===== src/rtl/uart_pkg.sv =====
// Shared constants and FSM state type for the UART transmit FIFO.
package uart_pkg;

  localparam int unsigned UART_DATA_W     = 8;
  localparam int unsigned UART_FIFO_DEPTH = 16;

  typedef enum logic {IDLE, REQ} tx_state_e;

endpackage


===== src/rtl/uart_fifo_mem.sv =====
// FIFO storage: DEPTH x 8 array, one synchronous write port, one asynchronous read port.
module uart_fifo_mem
  import uart_pkg::*;
#(
  parameter int unsigned DEPTH = UART_FIFO_DEPTH,
  parameter int unsigned AW    = $clog2(DEPTH)
) (
  input  logic                   clk,
  input  logic                   we,
  input  logic [AW-1:0]          waddr,
  input  logic [UART_DATA_W-1:0] wdata,
  input  logic [AW-1:0]          raddr,
  output logic [UART_DATA_W-1:0] rdata
);

  logic [UART_DATA_W-1:0] mem [DEPTH];

  always_ff @(posedge clk) begin
    if (we) begin
      mem[waddr] <= wdata;
    end
  end

  assign rdata = mem[raddr];

endmodule


===== src/rtl/uart_tx_fifo.sv =====
// Byte FIFO feeding a UART transmitter through a tx_start/tx_accept handshake.
// Define UART_TX_FIFO_STATS_EN to add the saturating drop_cnt output.
module uart_tx_fifo
  import uart_pkg::*;
#(
  parameter int unsigned DEPTH = UART_FIFO_DEPTH,
  parameter int unsigned LW    = $clog2(DEPTH) + 1
) (
  input  logic                   clk,
  input  logic                   rst,
`ifdef UART_TX_FIFO_STATS_EN
  output logic [15:0]            drop_cnt,
`endif
  input  logic                   wr_en,
  input  logic [UART_DATA_W-1:0] wr_data,
  output logic                   full,
  output logic                   empty,
  output logic [LW-1:0]          level,
  output logic                   overflow,
  input  logic                   clr_overflow,
  output logic                   tx_start,
  output logic [UART_DATA_W-1:0] tx_byte,
  input  logic                   tx_ready,
  input  logic                   tx_accept
);

  localparam int unsigned AW = $clog2(DEPTH);

  tx_state_e     state_q, state_d;
  logic [AW-1:0] wptr_q, rptr_q;
  logic [LW-1:0] level_q, level_d;
  logic          overflow_q, overflow_d;
  logic          push, pop, drop;

  // The transmitter's idle flag is not needed: tx_accept alone marks a load.
  logic unused_tx_ready;
  assign unused_tx_ready = tx_ready;

  assign full  = (level_q == LW'(DEPTH));
  assign empty = (level_q == '0);
  assign level = level_q;
  assign overflow = overflow_q;

  assign pop  = (state_q == REQ) && tx_accept;
  assign push = wr_en && (!full || pop);
  assign drop = wr_en && full && !pop;

  always_comb begin
    level_d = level_q + LW'(push) - LW'(pop);
    overflow_d = overflow_q;
    if (drop) begin
      overflow_d = 1'b1;
    end else if (clr_overflow) begin
      overflow_d = 1'b0;
    end
  end

  always_ff @(posedge clk) begin
    if (rst) begin
      wptr_q     <= '0;
      rptr_q     <= '0;
      level_q    <= '0;
      overflow_q <= 1'b0;
    end else begin
      if (push) wptr_q <= wptr_q + AW'(1);
      if (pop)  rptr_q <= rptr_q + AW'(1);
      level_q    <= level_d;
      overflow_q <= overflow_d;
    end
  end

  uart_fifo_mem #(
    .DEPTH (DEPTH),
    .AW    (AW)
  ) u_mem (
    .clk   (clk),
    .we    (push),
    .waddr (wptr_q),
    .wdata (wr_data),
    .raddr (rptr_q),
    .rdata (tx_byte)
  );

  always_ff @(posedge clk) begin
    if (rst) begin
      state_q <= IDLE;
    end else begin
      state_q <= state_d;
    end
  end

  always_comb begin
    state_d = state_q;
    unique case (state_q)
      IDLE: if (level_q != '0) state_d = REQ;
      REQ:  if (pop && (level_q <= LW'(1))) state_d = IDLE;
      default: state_d = IDLE;
    endcase
  end

  always_comb begin
    tx_start = (state_q == REQ);
  end

`ifdef UART_TX_FIFO_STATS_EN
  logic [15:0] drop_cnt_q;

  // A drop in the same cycle as a clear restarts the count at one.
  always_ff @(posedge clk) begin
    if (rst) begin
      drop_cnt_q <= '0;
    end else if (drop) begin
      if (clr_overflow) begin
        drop_cnt_q <= 16'd1;
      end else if (drop_cnt_q != 16'hFFFF) begin
        drop_cnt_q <= drop_cnt_q + 16'd1;
      end
    end else if (clr_overflow) begin
      drop_cnt_q <= '0;
    end
  end

  assign drop_cnt = drop_cnt_q;
`endif

endmodule


===== config.mk =====
export PLATFORM = sky130hd
export DESIGN_NAME = uart_tx_fifo
export DESIGN_NICKNAME = d
export VERILOG_FILES = /design/src/rtl/uart_pkg.sv /design/src/rtl/uart_fifo_mem.sv /design/src/rtl/uart_tx_fifo.sv
export SDC_FILE = /design/constraint.sdc
export NUM_CORES = 1
export LEC_CHECK = 0
export CAP_MARGIN = 15
export CORE_ASPECT_RATIO = 1.25
export CORE_UTILIZATION = 60
export DETAILED_ROUTE_END_ITERATION = 8
export PLACE_DENSITY = 0.84
export SLEW_MARGIN = 20
export SYNTH_ARGS = -nofsm -noshare
export SYNTH_HDL_FRONTEND = slang
export SYNTH_SLANG_ARGS = --single-unit

===== constraint.sdc =====
create_clock -name clk -period 5.97 [get_ports clk]
set_input_delay 1.791 -clock clk [delete_from_list [all_inputs] [get_ports clk]]
set_output_delay 1.791 -clock clk [all_outputs]
set_load 0.01 [all_outputs]

==> reports/metrics.yaml <==
r2r_slack_ps: 3380
final_hold_viol_count: 0
cts_resized: 0
min_from: "rptr_q[1]$_SDFFE_PP0P_"
required_ps: 4180
syn-cell-area_um2: 5860
numPortBuffers: 29
grt_pass1_wl_mm: 18.8
insertion_delay_ps: 430
avgViaCountPerCell: 6.27
synth_compound_area_frac: 0.0348
r2r_cells: 7
cp-start-kind: "flip-flop"
synth_mux_area_frac: 0.128
drive_gt1_frac: 0.164
worst-slew-pin-transition_ps: 1000
setup_ws_ps: 1130
die_area_um2: 10200
tns_ps: 0
power.leakage_uw: 0.00229
antenna_found_initial: 0
syn_inst: 320
cts_sinks: 147
synth_top_family_by_area: "multiplexers"
gr-usage-all-layers: 0.266
reg2reg_from: "level[2]$_SDFF_PP0_"
synth_edf_count: 128
wirelength_mm: 12.2
globalplace.congestion: 0.757
holdBufCountCts: 0
fin_util: 0.721
synth-xor-area-share: 0.0134
ys_ff_latch: 147
critPathCaptureType: "output pin"
post_cts_buffers: 0
num_vias: 3115
ctsHtreeMaxLevel: 4
maxCapViolations: 0
hold_path_class: "reg -> reg"
timing.rr.end: "u_mem.mem[6][6]$_DFFE_PP_"
p_per_area_nw_per_um2: 413
place_ws_ps: 1550
drc_errors: 0
core_um2: 9560
status: "completed"
async_reset_ff_frac: 0
grt_pass1_vias: 3337
synthSimpleGateAreaFrac: 0.0495
clk_pin_slew_ps: 60
die_height_um: 113
diodes: 0
initial_core_util: 0.613
skew_ps: 13.9
setup_viol: 0
synth_fa_ha_area_frac: 0.0290
slew_headroom: 0.330
cp_max_fo: 27
synth_nets: 347
initialDrtViolationCount: 212
cts_root_buffer: "clkbuf_16"
period_share: 0.811
routed_wire_length_per_instance_um: 24.6
yosysSeqAreaShare: 0.720
first_pass_iters: 5
ios: 31
row_count: 40
cts_made_buffers: 17
gr-total-overflow: 0
final.min_clock_period_ps: 4840
rsz0062_at_grt: "no"
ir_drop_uv: 235
dp_hpwl_mm: 7.00
grt_max_degree: 33
cp.arrival_ps: 3050
ys_warn_count: 0
syn_avg_cell_area_um2: 18.3
fmaxAchievable_ghz: 0.207
hold_depth: 2
cts.path.max_buffers: 2
fin_hold_ws_ps: 503
drv_slew: 0
yosysUniqueCellTypes: 34
die_x_um: 90.4
synth_ff_type: "edfxtp_1"
critPathKind: "reg -> out"
ant_nets: 0
cts_tree: "done"
area.growth.synth_to_final_pct: 17.5
nets: 385
-- kinds of logic (layout without fill, tap and decap cells) --
kind of cell               Yosys count  in the layout
AOI/OAI and AO/OA                   29             29
xor gates and xnor gates             9              9
buffers and inverters               26             77
adders and majority gates           13             13
DFF                                147            147
muxes                               32             32
and+or+nand+nor                     64             64
-- cells in the final DEF, fill, tap and decap left out, drive strengths merged, types with 3 or more instances in the layout --
cell and n:
edfxtp 128, mux4 32, clkdlybuf4s50 29, nor2 27, clkbuf 27, dfxtp 19
a22oi 16, nand2 16, ha 12, inv 12, nand3 5, a21oi 5
xnor2 5, buf 5, nor3 4, xor2 4, nand2b 3, clkinv 3
-- power breakdown --
part	internal (uW)	switching (uW)	total, uW	leakage, uW
clock network	719	402	1120	0.000319
logic	267	221	488	0.000663
registers	1170	66.8	1240	0.00131
total	2160	690	2850	0.00229
-- cell usage after synthesis, types with 5 or more instances --
master    count  area, um^2
mux4_1        8         210
dfxtp_1      19         380
inv_1        11        41.3
a21oi_1       5        25.0
ha_1         12         150
nor2_1       27         101
mux4_2       24         541
xnor2_1       5        43.8
a22oi_1      16         120
edfxtp_1    128        3840
nand3_1       5        25.0
nand2_1      16        60.1
-- area by class of cell --
class,instances,area [um^2]
Clock buffer,27,589
Clock inverter,5,51.3
Fill cell,522,2670
Inverter,11,41.3
Multi-Input combinational cell,147,1490
Sequential cell,147,4230
Tap cell,126,158
Timing Repair Buffer,34,328
-- worst max-delay path by stage --
stage | endpoint | cells past startpoint | slack (ps) | start
after global placement | tx_byte[3] | 5 | 1590 | flip-flop
after detailed placement | tx_byte[3] | 5 | 1550 | flip-flop
after floorplan | level[4]$_SDFF_PP0_ | 11 | 2550 | tx_accept
after CTS | tx_byte[3] | 5 | 1060 | flip-flop
after global routing | tx_byte[3] | 5 | 850 | flip-flop
final | tx_byte[3] | 5 | 1130 | flip-flop
-- state kept, by name, indices dropped and copies added, names as in the netlist, named ones only --
register	flops
level	5
rptr_q	4
tx_start	1
overflow	1
u_mem.mem	128
wptr_q	4
-- through the flow --
step | cells | cell area [um^2] | total power, uW
after detailed placement | 465 | 6250 | 1740
after global placement | 465 | 6250 | 1720
final | 497 | 6890 | 2850
after floorplan | 320 | 5860 | 1560
after CTS | 497 | 6890 | 2860
after global routing | 497 | 6890 | 2950
-- critical path: stages, from the launching register on --
cell,delay [ps]
dfxtp_2,940
buf_4,320
mux4_1,570
a22oi_1,210
nand2_1,90
clkdlybuf4s50_1,480
-- layer usage --
metal | track usage | up-vias | wire, um
li1 | - | 1337 | -
met1 | 0.313 | 1586 | 4630
met2 | 0.455 | 168 | 6600
met3 | 0.0610 | 24 | 694
met4 | 0.142 | 0 | 303
met5 | 0 | - | 0
(Power assumes the default switching activity.)
